`src/rtl/ipf_pkg.sv`:
```
// ipf_pkg: shared definitions for the image-processing filter front end.
// LCU size encodings, parameter-word field layout, image geometry, feeder FSM states.
package ipf_pkg;

    localparam int unsigned IMG_W  = 128;
    localparam int unsigned IMG_AW = 14;
    localparam int unsigned PRM_W  = 24;
    localparam int unsigned PRM_AW = 6;

    // Parameter word field positions
    localparam int unsigned PRM_TYPE_LO = 22;
    localparam int unsigned PRM_BAND_LO = 17;
    localparam int unsigned PRM_WO_BIT  = 16;
    localparam int unsigned PRM_OFF_LO  = 0;

    typedef enum logic [1:0] {
        LCU_16 = 2'd0,
        LCU_32 = 2'd1,
        LCU_64 = 2'd2
    } lcu_size_e;

    typedef enum logic [2:0] {
        ST_IDLE,
        ST_PRM0,
        ST_STREAM,
        ST_FLUSH,
        ST_DONE
    } feed_state_e;

    typedef struct packed {
        logic [1:0]  ty;
        logic [4:0]  band_pos;
        logic        wo_class;
        logic [15:0] offset;
    } prm_t;

    function automatic prm_t prm_unpack(input logic [PRM_W-1:0] w);
        prm_t p;
        p.ty       = w[PRM_TYPE_LO +: 2];
        p.band_pos = w[PRM_BAND_LO +: 5];
        p.wo_class = w[PRM_WO_BIT];
        p.offset   = w[PRM_OFF_LO +: 16];
        return p;
    endfunction

    // Encoding 3 is reserved and behaves as the largest LCU size
    function automatic lcu_size_e size_norm(input logic [1:0] cfg);
        lcu_size_e s;
        case (cfg)
            2'd0:    s = LCU_16;
            2'd1:    s = LCU_32;
            default: s = LCU_64;
        endcase
        return s;
    endfunction

endpackage

```
`src/rtl/ipf_lcu_feeder_if.sv`:
```
// ipf_lcu_feeder_if: control, image RAM, parameter RAM and pixel-stream signals of the feeder.
interface ipf_lcu_feeder_if;
    import ipf_pkg::*;

    logic                start;
    logic [1:0]          cfg_lcu_size;
    logic                img_rd;
    logic [IMG_AW-1:0]   img_addr;
    logic [7:0]          img_data;
    logic                prm_rd;
    logic [PRM_AW-1:0]   prm_addr;
    logic [PRM_W-1:0]    prm_data;
    logic                stall;
    logic                in_en;
    logic [7:0]          din;
    logic [1:0]          ipf_type;
    logic [4:0]          ipf_band_pos;
    logic                ipf_wo_class;
    logic [15:0]         ipf_offset;
    logic [2:0]          lcu_x;
    logic [2:0]          lcu_y;
    logic [1:0]          lcu_size;
    logic                done;
    logic                prm_err;

    modport master (
        input  start, cfg_lcu_size, img_data, prm_data, stall,
        output img_rd, img_addr, prm_rd, prm_addr, in_en, din,
               ipf_type, ipf_band_pos, ipf_wo_class, ipf_offset,
               lcu_x, lcu_y, lcu_size, done, prm_err
    );

    modport slave (
        output start, cfg_lcu_size, img_data, prm_data, stall,
        input  img_rd, img_addr, prm_rd, prm_addr, in_en, din,
               ipf_type, ipf_band_pos, ipf_wo_class, ipf_offset,
               lcu_x, lcu_y, lcu_size, done, prm_err
    );

endinterface

```
`src/rtl/ipf_skid_fifo2.sv`:
```
// ipf_skid_fifo2: 2-entry 8-bit FIFO absorbing RAM read returns while downstream stalls.
module ipf_skid_fifo2 (
    input  logic       clk,
    input  logic       reset,
    input  logic       push,
    input  logic [7:0] push_data,
    input  logic       pop,
    output logic [7:0] head,
    output logic [1:0] count
);

    logic [7:0] mem_q [2];
    logic [7:0] mem_d [2];
    logic       wr_ptr_q, wr_ptr_d;
    logic       rd_ptr_q, rd_ptr_d;
    logic [1:0] cnt_q, cnt_d;

    // Pointer/occupancy update; caller guarantees no push when full, no pop when empty
    always_comb begin
        mem_d    = mem_q;
        wr_ptr_d = wr_ptr_q;
        rd_ptr_d = rd_ptr_q;
        if (push) begin
            mem_d[wr_ptr_q] = push_data;
            wr_ptr_d        = ~wr_ptr_q;
        end
        if (pop) begin
            rd_ptr_d = ~rd_ptr_q;
        end
        cnt_d = cnt_q + {1'b0, push} - {1'b0, pop};
    end

    // Storage and pointer registers
    always_ff @(posedge clk) begin
        if (reset) begin
            mem_q    <= '{default: '0};
            wr_ptr_q <= 1'b0;
            rd_ptr_q <= 1'b0;
            cnt_q    <= '0;
        end else begin
            mem_q    <= mem_d;
            wr_ptr_q <= wr_ptr_d;
            rd_ptr_q <= rd_ptr_d;
            cnt_q    <= cnt_d;
        end
    end

    assign head  = mem_q[rd_ptr_q];
    assign count = cnt_q;

endmodule

```
`src/rtl/ipf_lcu_feeder.sv`:
```
// ipf_lcu_feeder: reads a 128x128 image and per-LCU parameters, streams pixels LCU by LCU.
// Optional feature macro IPF_FEED_TYPE_CLAMP_EN: ipf_type 3 is output as 0 and sets sticky prm_err.
module ipf_lcu_feeder
    import ipf_pkg::*;
(
    input  logic             clk,
    input  logic             reset,
    ipf_lcu_feeder_if.master bus
);

    feed_state_e       state_q, state_d;
    lcu_size_e         size_q, size_d;
    logic              prm_pend_q, prm_pend_d;
    logic              rd_pend_q, rd_pend_d;
    logic [5:0]        col_q, col_d, row_q, row_d;
    logic [2:0]        ix_q, ix_d, iy_q, iy_d;
    logic [2:0]        lx_q, lx_d, ly_q, ly_d;
    logic [11:0]       pix_q, pix_d;
    logic [PRM_W-1:0]  pf_q, pf_d;
    logic              pf_vld_q, pf_vld_d;
    prm_t              prm_q, prm_d;
    logic              in_en_q, in_en_d;
    logic [7:0]        din_q, din_d;
`ifdef IPF_FEED_TYPE_CLAMP_EN
    logic              prm_err_q, prm_err_d;
`endif

    logic [5:0]        sz_m1;
    logic [2:0]        n_m1;
    logic [11:0]       pix_last;
    logic [PRM_AW-1:0] cur_idx;
    logic [IMG_AW-1:0] addr_raw;
    logic              img_rd;
    logic [IMG_AW-1:0] img_addr;
    logic              prm_rd;
    logic [PRM_AW-1:0] prm_addr;
    logic              load_prm;
    logic [PRM_W-1:0]  load_word;
    logic              pop;
    logic [1:0]        fifo_cnt;
    logic [7:0]        fifo_head;
    logic [2:0]        occ;
    logic              out_last_lcu;

    function automatic prm_t prm_decode(input logic [PRM_W-1:0] w);
        prm_t p;
        p = prm_unpack(w);
`ifdef IPF_FEED_TYPE_CLAMP_EN
        if (p.ty == 2'd3) p.ty = 2'd0;
`endif
        return p;
    endfunction

    ipf_skid_fifo2 u_fifo (
        .clk       (clk),
        .reset     (reset),
        .push      (rd_pend_q),
        .push_data (bus.img_data),
        .pop       (pop),
        .head      (fifo_head),
        .count     (fifo_cnt)
    );

    // Size-dependent limits, image address packing and current LCU table index
    always_comb begin
        sz_m1    = 6'd63;
        n_m1     = 3'd1;
        pix_last = 12'd4095;
        cur_idx  = {4'b0, ly_q[0], lx_q[0]};
        addr_raw = {iy_q[0], row_q, ix_q[0], col_q};
        case (size_q)
            LCU_16: begin
                sz_m1    = 6'd15;
                n_m1     = 3'd7;
                pix_last = 12'd255;
                cur_idx  = {ly_q, lx_q};
                addr_raw = {iy_q, row_q[3:0], ix_q, col_q[3:0]};
            end
            LCU_32: begin
                sz_m1    = 6'd31;
                n_m1     = 3'd3;
                pix_last = 12'd1023;
                cur_idx  = {2'b0, ly_q[1:0], lx_q[1:0]};
                addr_raw = {iy_q[1:0], row_q[4:0], ix_q[1:0], col_q[4:0]};
            end
            default: ;
        endcase
    end

    // FSM next state, read issue, parameter prefetch and output-side LCU tracking
    always_comb begin
        state_d    = state_q;
        size_d     = size_q;
        prm_pend_d = prm_pend_q;
        col_d      = col_q;
        row_d      = row_q;
        ix_d       = ix_q;
        iy_d       = iy_q;
        lx_d       = lx_q;
        ly_d       = ly_q;
        pix_d      = pix_q;
        pf_d       = pf_q;
        pf_vld_d   = pf_vld_q;
        img_rd     = 1'b0;
        prm_rd     = 1'b0;
        prm_addr   = '0;
        load_prm   = 1'b0;
        load_word  = '0;
`ifdef IPF_FEED_TYPE_CLAMP_EN
        prm_err_d  = prm_err_q;
`endif

        pop          = (fifo_cnt != 2'd0) && !bus.stall;
        out_last_lcu = (lx_q == n_m1) && (ly_q == n_m1);
        // Credit a same-cycle pop so steady state sustains one read per cycle
        occ = {1'b0, fifo_cnt} + {2'b0, rd_pend_q} - {2'b0, pop};

        case (state_q)
            ST_IDLE: begin
                if (bus.start) begin
                    state_d    = ST_PRM0;
                    size_d     = size_norm(bus.cfg_lcu_size);
                    prm_pend_d = 1'b0;
                    pf_vld_d   = 1'b0;
                    col_d      = '0;
                    row_d      = '0;
                    ix_d       = '0;
                    iy_d       = '0;
`ifdef IPF_FEED_TYPE_CLAMP_EN
                    prm_err_d  = 1'b0;
`endif
                end
            end
            ST_PRM0: begin
                if (!prm_pend_q) begin
                    prm_rd     = 1'b1;
                    prm_pend_d = 1'b1;
                end else begin
                    prm_pend_d = 1'b0;
                    load_prm   = 1'b1;
                    load_word  = bus.prm_data;
                    lx_d       = '0;
                    ly_d       = '0;
                    pix_d      = '0;
                    state_d    = ST_STREAM;
                end
            end
            ST_STREAM: begin
                if (occ < 3'd2) begin
                    img_rd = 1'b1;
                    if (col_q == sz_m1) begin
                        col_d = '0;
                        if (row_q == sz_m1) begin
                            row_d = '0;
                            if (ix_q == n_m1) begin
                                ix_d = '0;
                                if (iy_q == n_m1) begin
                                    iy_d    = '0;
                                    state_d = ST_FLUSH;
                                end else begin
                                    iy_d = iy_q + 3'd1;
                                end
                            end else begin
                                ix_d = ix_q + 3'd1;
                            end
                        end else begin
                            row_d = row_q + 6'd1;
                        end
                    end else begin
                        col_d = col_q + 6'd1;
                    end
                end
            end
            ST_FLUSH: begin
                if ((fifo_cnt == 2'd0) && !rd_pend_q) state_d = ST_DONE;
            end
            ST_DONE: begin
                state_d = ST_IDLE;
            end
            default: state_d = ST_IDLE;
        endcase

        // Output side lags issue by at most a few pixels, so the prefetch
        // for LCU k+1 always lands long before the last pixel of LCU k pops.
        if ((state_q == ST_STREAM) || (state_q == ST_FLUSH)) begin
            if (prm_pend_q) begin
                pf_d       = bus.prm_data;
                pf_vld_d   = 1'b1;
                prm_pend_d = 1'b0;
            end else if (!pf_vld_q && !out_last_lcu) begin
                prm_rd     = 1'b1;
                prm_addr   = cur_idx + 6'd1;
                prm_pend_d = 1'b1;
            end
            if (pop) begin
                if (pix_q == pix_last) begin
                    pix_d = '0;
                    if (!out_last_lcu) begin
                        load_prm  = 1'b1;
                        load_word = pf_q;
                        pf_vld_d  = 1'b0;
                        if (lx_q == n_m1) begin
                            lx_d = '0;
                            ly_d = ly_q + 3'd1;
                        end else begin
                            lx_d = lx_q + 3'd1;
                        end
                    end
                end else begin
                    pix_d = pix_q + 12'd1;
                end
            end
        end

        prm_d = load_prm ? prm_decode(load_word) : prm_q;
`ifdef IPF_FEED_TYPE_CLAMP_EN
        if (load_prm && (load_word[PRM_TYPE_LO +: 2] == 2'd3)) prm_err_d = 1'b1;
`endif

        rd_pend_d = img_rd;
        in_en_d   = pop;
        din_d     = pop ? fifo_head : din_q;
        img_addr  = img_rd ? addr_raw : '0;
    end

    // State, counters and registered outputs
    always_ff @(posedge clk) begin
        if (reset) begin
            state_q    <= ST_IDLE;
            size_q     <= LCU_16;
            prm_pend_q <= 1'b0;
            rd_pend_q  <= 1'b0;
            col_q      <= '0;
            row_q      <= '0;
            ix_q       <= '0;
            iy_q       <= '0;
            lx_q       <= '0;
            ly_q       <= '0;
            pix_q      <= '0;
            pf_q       <= '0;
            pf_vld_q   <= 1'b0;
            prm_q      <= '0;
            in_en_q    <= 1'b0;
            din_q      <= '0;
`ifdef IPF_FEED_TYPE_CLAMP_EN
            prm_err_q  <= 1'b0;
`endif
        end else begin
            state_q    <= state_d;
            size_q     <= size_d;
            prm_pend_q <= prm_pend_d;
            rd_pend_q  <= rd_pend_d;
            col_q      <= col_d;
            row_q      <= row_d;
            ix_q       <= ix_d;
            iy_q       <= iy_d;
            lx_q       <= lx_d;
            ly_q       <= ly_d;
            pix_q      <= pix_d;
            pf_q       <= pf_d;
            pf_vld_q   <= pf_vld_d;
            prm_q      <= prm_d;
            in_en_q    <= in_en_d;
            din_q      <= din_d;
`ifdef IPF_FEED_TYPE_CLAMP_EN
            prm_err_q  <= prm_err_d;
`endif
        end
    end

    assign bus.img_rd       = img_rd;
    assign bus.img_addr     = img_addr;
    assign bus.prm_rd       = prm_rd;
    assign bus.prm_addr     = prm_addr;
    assign bus.in_en        = in_en_q;
    assign bus.din          = din_q;
    assign bus.ipf_type     = prm_q.ty;
    assign bus.ipf_band_pos = prm_q.band_pos;
    assign bus.ipf_wo_class = prm_q.wo_class;
    assign bus.ipf_offset   = prm_q.offset;
    assign bus.lcu_x        = lx_q;
    assign bus.lcu_y        = ly_q;
    assign bus.lcu_size     = size_q;
    assign bus.done         = (state_q == ST_DONE);
`ifdef IPF_FEED_TYPE_CLAMP_EN
    assign bus.prm_err      = prm_err_q;
`else
    assign bus.prm_err      = 1'b0;
`endif

endmodule
```
`src/flat_wrapper.sv`:
```
// flat-port wrapper written by rule: the top's interface ports become plain ports
module ipf_lcu_feeder_flat import ipf_pkg::*;
  (clk, reset, bus_start, bus_cfg_lcu_size, bus_img_data, bus_prm_data, bus_stall, bus_img_rd, bus_img_addr, bus_prm_rd, bus_prm_addr, bus_in_en, bus_din, bus_ipf_type, bus_ipf_band_pos, bus_ipf_wo_class, bus_ipf_offset, bus_lcu_x, bus_lcu_y, bus_lcu_size, bus_done, bus_prm_err);
  ipf_lcu_feeder_if bus_i ();
  input  logic clk;
  input  logic reset;
  input wire logic [$bits(bus_i.start)-1:0] bus_start;
  input wire logic [$bits(bus_i.cfg_lcu_size)-1:0] bus_cfg_lcu_size;
  input wire logic [$bits(bus_i.img_data)-1:0] bus_img_data;
  input wire logic [$bits(bus_i.prm_data)-1:0] bus_prm_data;
  input wire logic [$bits(bus_i.stall)-1:0] bus_stall;
  output wire logic [$bits(bus_i.img_rd)-1:0] bus_img_rd;
  output wire logic [$bits(bus_i.img_addr)-1:0] bus_img_addr;
  output wire logic [$bits(bus_i.prm_rd)-1:0] bus_prm_rd;
  output wire logic [$bits(bus_i.prm_addr)-1:0] bus_prm_addr;
  output wire logic [$bits(bus_i.in_en)-1:0] bus_in_en;
  output wire logic [$bits(bus_i.din)-1:0] bus_din;
  output wire logic [$bits(bus_i.ipf_type)-1:0] bus_ipf_type;
  output wire logic [$bits(bus_i.ipf_band_pos)-1:0] bus_ipf_band_pos;
  output wire logic [$bits(bus_i.ipf_wo_class)-1:0] bus_ipf_wo_class;
  output wire logic [$bits(bus_i.ipf_offset)-1:0] bus_ipf_offset;
  output wire logic [$bits(bus_i.lcu_x)-1:0] bus_lcu_x;
  output wire logic [$bits(bus_i.lcu_y)-1:0] bus_lcu_y;
  output wire logic [$bits(bus_i.lcu_size)-1:0] bus_lcu_size;
  output wire logic [$bits(bus_i.done)-1:0] bus_done;
  output wire logic [$bits(bus_i.prm_err)-1:0] bus_prm_err;
  assign bus_i.start = bus_start;
  assign bus_i.cfg_lcu_size = bus_cfg_lcu_size;
  assign bus_i.img_data = bus_img_data;
  assign bus_i.prm_data = bus_prm_data;
  assign bus_i.stall = bus_stall;
  assign bus_img_rd = bus_i.img_rd;
  assign bus_img_addr = bus_i.img_addr;
  assign bus_prm_rd = bus_i.prm_rd;
  assign bus_prm_addr = bus_i.prm_addr;
  assign bus_in_en = bus_i.in_en;
  assign bus_din = bus_i.din;
  assign bus_ipf_type = bus_i.ipf_type;
  assign bus_ipf_band_pos = bus_i.ipf_band_pos;
  assign bus_ipf_wo_class = bus_i.ipf_wo_class;
  assign bus_ipf_offset = bus_i.ipf_offset;
  assign bus_lcu_x = bus_i.lcu_x;
  assign bus_lcu_y = bus_i.lcu_y;
  assign bus_lcu_size = bus_i.lcu_size;
  assign bus_done = bus_i.done;
  assign bus_prm_err = bus_i.prm_err;
  ipf_lcu_feeder u_core (.clk(clk), .reset(reset), .bus(bus_i));
endmodule
```
`config.mk`:
```
export PLATFORM = sky130hd
export DESIGN_NAME = ipf_lcu_feeder_flat
export DESIGN_NICKNAME = d
export VERILOG_FILES = /design/src/rtl/ipf_pkg.sv /design/src/rtl/ipf_lcu_feeder_if.sv /design/src/rtl/ipf_skid_fifo2.sv /design/src/rtl/ipf_lcu_feeder.sv /design/src/flat_wrapper.sv
export SDC_FILE = /design/constraint.sdc
export NUM_CORES = 1
export LEC_CHECK = 0
export CAP_MARGIN = 40
export CORE_MARGIN = 3
export CORE_UTILIZATION = 35
export CTS_CLUSTER_SIZE = 24
export DETAILED_ROUTE_END_ITERATION = 10
export HOLD_SLACK_MARGIN = 0.08
export PLACE_DENSITY_LB_ADDON = 0.08
export SETUP_SLACK_MARGIN = 0.5
export SLEW_MARGIN = 10
export SYNTH_ARGS = -nofsm -noshare
export SYNTH_HDL_FRONTEND = slang
export SYNTH_SLANG_ARGS = --single-unit
```
`constraint.sdc`:
```
create_clock -name clk -period 5.45 [get_ports clk]
set_input_delay 0.545 -clock clk [delete_from_list [all_inputs] [get_ports clk]]
set_output_delay 0.545 -clock clk [all_outputs]
set_load 0.005 [all_outputs]
```
==> results of run 1 <==
[synthesized netlist by cell type, types with 11 or more instances]
library cell | instances | area, um2
nand3_1 | 29 | 145
a211oi_1 | 34 | 255
nor2_1 | 51 | 191
nand2_1 | 104 | 390
nand2b_1 | 14 | 87.6
o21ai_0 | 19 | 95.1
nor3_1 | 38 | 190
a21oi_1 | 65 | 325
inv_1 | 14 | 52.6
clkbuf_1 | 30 | 113
dfxtp_1 | 121 | 2420
and2_1 | 11 | 68.8
mux2i_1 | 40 | 400
[critical path: stages (launching register included)]
cell and delay, ns:
dfxtp_1 0.94, inv_1 0.21, a31oi_1 0.30, and4b_1 0.45, buf_8 0.26, or4_1 0.61, nor4_1 0.28, clkdlybuf4s50_1 0.55
[state kept, by name, summed over array words and instances (netlist names), 2 cells and up]
name / count
u_core.bus.din: 8
u_core.bus.lcu_y: 3
u_core.bus.ipf_band_pos: 5
u_core.bus.lcu_x: 3
u_core.state_q: 3
u_core.bus.lcu_size: 2
u_core.ix_q: 3
u_core.bus.ipf_offset: 16
u_core.row_q: 6
u_core.pix_q: 12
u_core.pf_q: 24
u_core.u_fifo.mem_q: 16
u_core.u_fifo.count: 2
u_core.iy_q: 3
u_core.col_q: 6
u_core.bus.ipf_type: 2
[layout make-up]
cell class | instances | area, um2
clock buffer | 24 | 482
timing repair buffer | 108 | 1090
multi-input combinational | 532 | 3240
tap | 216 | 270
clock inverter | 8 | 118
sequential | 121 | 2420
inverter | 15 | 56.3
fill | 1585 | 8560
[per-layer routing]
metal	share of wire [%]	routed length [um]	up-vias
met3	5.8	906	17
met4	1.3	209	0
met5	0	0	-
met1	48	7480	2537
li1	-	-	2707
met2	45	7030	134
[placed cells by master (no fill, tap or decap), drive strengths merged, types with 4 or more instances in the layout]
cell / count
dfxtp: 121
nand2: 104
clkdlybuf4s50: 100
a21oi: 66
nor2: 51
mux2i: 40
nor3: 38
a211oi: 34
nand3: 29
clkbuf: 24
o21ai: 20
inv: 14
nand2b: 14
and2: 11
a31oi: 10
xnor2: 9
nor2b: 9
o211ai: 9
ha: 9
xor2: 8
buf: 8
nand3b: 5
or4: 5
nor3b: 5
clkinv: 5
or3: 4
o31ai: 4
[how the worst max path moves through the flow]
stage	start	endpoint	slack, ns	cells past startpoint
floorplan	bus_stall	u_core.row_q[5]	2.45	11
global placement	u_core.bus.lcu_size[1]	bus_prm_addr[5]	1.35	6
detailed placement	bus_stall	bus_img_addr[10]	1.23	11
CTS	u_core.bus.lcu_size[1]	bus_prm_addr[5]	0.87	7
global route	u_core.bus.lcu_size[1]	bus_prm_addr[5]	0.57	7
finish	u_core.bus.lcu_size[1]	bus_prm_addr[5]	0.90	7
[cells by family after synthesis]
logic type               after synthesis  share of synthesized area, %
flip-flops                           121                          41.0
XOR/XNOR                              17                          2.52
adder cells (fa/ha/maj)               10                          2.24
other                                  1                        0.0634
AND/OR/NAND/NOR                      297                          24.6
buffers and inverters                 64                          4.44
AO/OA/AOI/OAI                        166                          18.2
multiplexers                          41                          6.96
[power by group]
part | internal, mW | switching [mW] | total [mW]
Combinational | 0.115 | 0.110 | 0.225
Clock | 0.752 | 0.386 | 1.14
Sequential | 0.912 | 0.0349 | 0.947
==> qor.txt, run 1 <==
Root Buffer: clkbuf_16
Antenna-violating nets left: 0
Antenna violations before repair: 0
Worst Setup Start Kind: flip-flop
Pwr dens: 301 nW/um2
Fraction of layout cells with a size suffix above 1: 6.06%
Final setup violating endpoints: 0
Seq/Total Area, Yosys: 41.0%
RSZ-0062 raised after global routing: false
Worst path required time: 4.91 ns
Hold_buf cts: 0
Achievable Freq: 220 MHz
Setup TNS: 0 ns
Synth Flop Type: dfxtp_1
Vias in the first global route: 5,209
Yosys warning total: 0
GPL Wtd Cong: 0.766
Post-DP Area: 7080 um2
Max-cap violations: 0
DR WL/cell: 15.3 um
Post-Syn Instances: 717
Post-Layout Inst Area: 7670 um2
Die footprint: 18,500 um2
Worst setup margin: 0.896 ns
Met2 GRT Util: 26.8%
DR vias/cell: 5.27
Syn Nets: 765
Clock Skews: 0.00405 ns
DRC viols: 0
# diodes: 0
Worst-margin pin slew: 0.940 ns
Worst Path Max Fanout: 31
Nets@finish: 843
Largest net degree at the start of global routing: 75
Fin util: 47.3%
Reg2Reg Depth: 11
Hpwl dp: 10,900 um
Port Buffer Count: 101
Peak VDD IR: 188 uV
Crit Path Category: reg2out
Hold path depth: 2
Fraction of registers with async set/reset: 0%
DR pass1 iterations: 5
Flop-to-flop setup slack: 1.97 ns
Worst slack after detailed placement: 1.23 ns
P&R area growth vs syn: 29.8%
Overall Global Routing Usage: 17.4%
Global route overflow: 0
Die Y: 136 um
Slew Limit Fails: 0
Dpl cells: 992
Yosys cell types: 69
Status: finished clean
Vias: 5,395
HP Start: u_core.pf_q[0]
CTS tree: yes
Post-route minimum period: 4.55 ns
Crit Reg-Reg Endpoint: u_core.row_q[5]
Post-cts sizing count: 0
Fin cells: 1,024
Mapped Area: 5910 um2
Synth Register Bits: 121
Clock-pin slew on the worst setup and hold paths: 0.05 ns
Routing usage on met1: 24.1%
Std-Cell Core Area: 16,200 um2
Syn Area/Cell: 8.25 um2
Total Power: 2.31 mW
Die width: 136 um
Wirelength, routed: 15,600 um
Reg2reg start: u_core.u_fifo.count[1]
Arr. time, crit path: 4.01 ns
LEAKAGE: 2.71 nW
Final hold slack: 0.455 ns
Clock sinks: 121
Rows: 46
Starting Density: 36.4%
EDFF count, synth: 0
Final hold vios: 0
Final period util: 83.6%
First-pass GRT wire length: 26,100 um
Clock latency on the worst-skew pair: 0.41 ns
Clock buffer count from CTS: 17
# Post-CTS Setup Buffers: 0
Crit. End Element: output pin
Busiest layer in global routing: met2
Hold Path End: u_core.pf_q[0]
# IOs: 103
Rel. slew slack: 37.2%
Initial DRC count: 269
CTS Buffer Depth: 2
Worst min path class: reg2reg
Htree depth: 4
GR Util met3: 4.26%
(Power assumes the default switching activity.)
==> run 2: changes to the inputs <==
- clock period: 5.45 -> 4.8 ns (I/O delays scaled with it)
==> qor.txt, run 2 (same netlist as run 1, synthesis figures left out) <==
Status: finished clean (unchanged)
Nets@finish: 846 (was 843)
Antenna violations before repair: 0 (unchanged)
Top reg by flops: u_core.pf_q (unchanged)
Die footprint: 18,500 um2 (unchanged)
Crit Path Category: reg2out (unchanged)
Overall Global Routing Usage: 17.5% (was 17.4%)
Post-route minimum period: 3.98 ns
# IOs: 103 (unchanged)
Worst-margin pin slew: 0.825 ns (was 0.940 ns)
GPL Wtd Cong: 0.785 (was 0.766)
Clock Skews: 0.00695 ns (was 0.00405 ns)
Fin cells: 1,027 (was 1,024)
Flop-to-flop setup slack: 1.55 ns (was 1.97 ns)
Wirelength, routed: 16,000 um (was 15,600 um)
Worst Path Max Fanout: 29 (was 31)
Final setup violating endpoints: 0 (unchanged)
Fraction of layout cells with a size suffix above 1: 6.78% (was 6.06%)
Clock latency on the worst-skew pair: 0.41 ns (about the same)
Arr. time, crit path: 3.50 ns (was 4.01 ns)
Rows: 46 (unchanged)
Vias in the first global route: 5,319 (was 5,209)
Final period util: 83.0%
Hold_buf cts: 0 (unchanged)
Starting Density: 36.4% (unchanged)
Initial DRC count: 232 (was 269)
Achievable Freq: 251 MHz
Root Buffer: clkbuf_16 (unchanged)
Rel. slew slack: 44.6% (was 37.2%)
DRC viols: 0 (unchanged)
Commonest non-fill, non-tap cell in the layout: dfxtp_1 (unchanged)
Critical Path Max Stage Delay: 0.65 ns (was 0.94 ns)
Vias: 5,439 (was 5,395)
Max-cap violations: 0 (unchanged)
DR WL/cell: 15.6 um (was 15.3 um)
DR pass1 iterations: 4 (was 5)
Most frequent cells in the layout: dfxtp_1, nand2_1, clkdlybuf4s50_1 (unchanged)
Slowest library cell on the worst path: or4_1 (was dfxtp_1)
Max reg flops: 24 (unchanged)
RSZ-0062 raised after global routing: false (unchanged)
Worst path required time: 4.32 ns (was 4.91 ns)
Clock buffer count from CTS: 17 (unchanged)
Die Y: 136 um (unchanged)
Peak VDD IR: 246 uV (was 188 uV)
Final hold vios: 0 (unchanged)
Dpl cells: 995 (was 992)
Crit. End Element: output pin (unchanged)
Worst Setup Start Kind: flip-flop (unchanged)
Fin util: 47.4% (was 47.3%)
# diodes: 0 (unchanged)
Die width: 136 um (unchanged)
LEAKAGE: 2.71 nW (about the same)
Worst path cell trace: inv_1 > a31oi_1 > and4b_1 > buf_4 > or4_1 > nor4_1 > clkdlybuf4s50_1 (was inv_1 > a31oi_1 > and4b_1 > buf_8 > or4_1 > nor4_1 > clkdlybuf4s50_1)
Worst min path class: reg2reg (unchanged)
Std-Cell Core Area: 16,200 um2 (unchanged)
Antenna-violating nets left: 0 (unchanged)
CTS tree: yes (unchanged)
Largest net degree at the start of global routing: 71 (was 75)
Port Buffer Count: 101 (unchanged)
DR vias/cell: 5.30 (was 5.27)
Final hold slack: 0.455 ns (about the same)
Setup TNS: 0 ns (unchanged)
Slew Limit Fails: 0 (unchanged)
First-pass GRT wire length: 26,400 um (was 26,100 um)
Pwr dens: 342 nW/um2 (was 301 nW/um2)
Global route overflow: 0 (unchanged)
Clock-pin slew on the worst setup and hold paths: 0.05 ns (about the same)
CTS Buffer Depth: 2 (unchanged)
Hpwl dp: 10,800 um (was 10,900 um)
P&R area growth vs syn: 30.0% (was 29.8%)
Clock sinks: 121 (unchanged)
Filler cell count: 1,570 (was 1,585)
Htree depth: 4 (unchanged)
==> run 2: where the power goes <==
part	leakage, nW	total (mW)	switching [mW]	internal (mW)
logic	1.45	0.260	0.129	0.131
registers	0.976	1.07	0.0364	1.04
clock network	0.286	1.29	0.468	0.827
total	2.71	2.63	0.633	1.99
==> run 2: area by class of cell <==
cell class | instances | area (um2) | area share (%)
clock buffers | 20 | 447 | 5.81
repair buffers | 111 | 1100 | 14.4
well taps | 216 | 270 | 3.52
clock inverters | 12 | 150 | 1.95
inverters | 15 | 56.3 | 0.732
multi-input cells | 532 | 3240 | 42.1
flip-flops and latches | 121 | 2420 | 31.5
==> run 2: worst max-delay path: cells and delay by family, from the launching register on <==
kind	cells	cell delay, ns
compound gates	1	0.29
simple gates	3	1.19
flops	1	0.61
buf+inv	3	0.98
==> run 2: path summary, 6_finish.rpt <==
kind / startpoint / to / cells after the start
worst max-delay path: u_core.bus.lcu_size[1] / bus_prm_addr[5] / 7
worst min-delay path: u_core.u_fifo.mem_q[6] / u_core.u_fifo.mem_q[6] / 2
worst max register to register: u_core.u_fifo.count[1] / u_core.row_q[5] / 11
worst min register to register: u_core.u_fifo.mem_q[6] / u_core.u_fifo.mem_q[6] / 2
==> run 2: layer usage <==
| layer | global-route usage, % | vias to the layer above | part of all wire, % |
|---|---|---|---|
| li1 | - | 2707 | - |
| met1 | 24.1 | 2585 | 49 |
| met2 | 27.0 | 132 | 45 |
| met3 | 4.40 | 15 | 5.1 |
| met4 | 5.49 | 0 | 1.1 |
| met5 | 0 | - | 0 |
==> run 2: per-stage QoR <==
step / area, um2 / total power [mW] / setup slack, ns
6_report: 7690 / 2.63 / 0.816
4_1_cts: 7680 / 2.65 / 0.688
3_5_place_dp: 7090 / 1.35 / 0.746
3_3_place_gp: 7040 / 1.35 / 0.837
5_1_grt: 7690 / 2.73 / 0.658
2_1_floorplan: 5910 / 1.24 / 1.86
==> run 2: what timing repair did <==
| item | 4_1_cts | 5_1_grt |
|---|---|---|
| resized for setup | 0 | 1 |
| setup buffers | 0 | 0 |
| setup endpoints to repair | 0 | 3 |
| endpoints found under the hold margin | 0 | 0 |
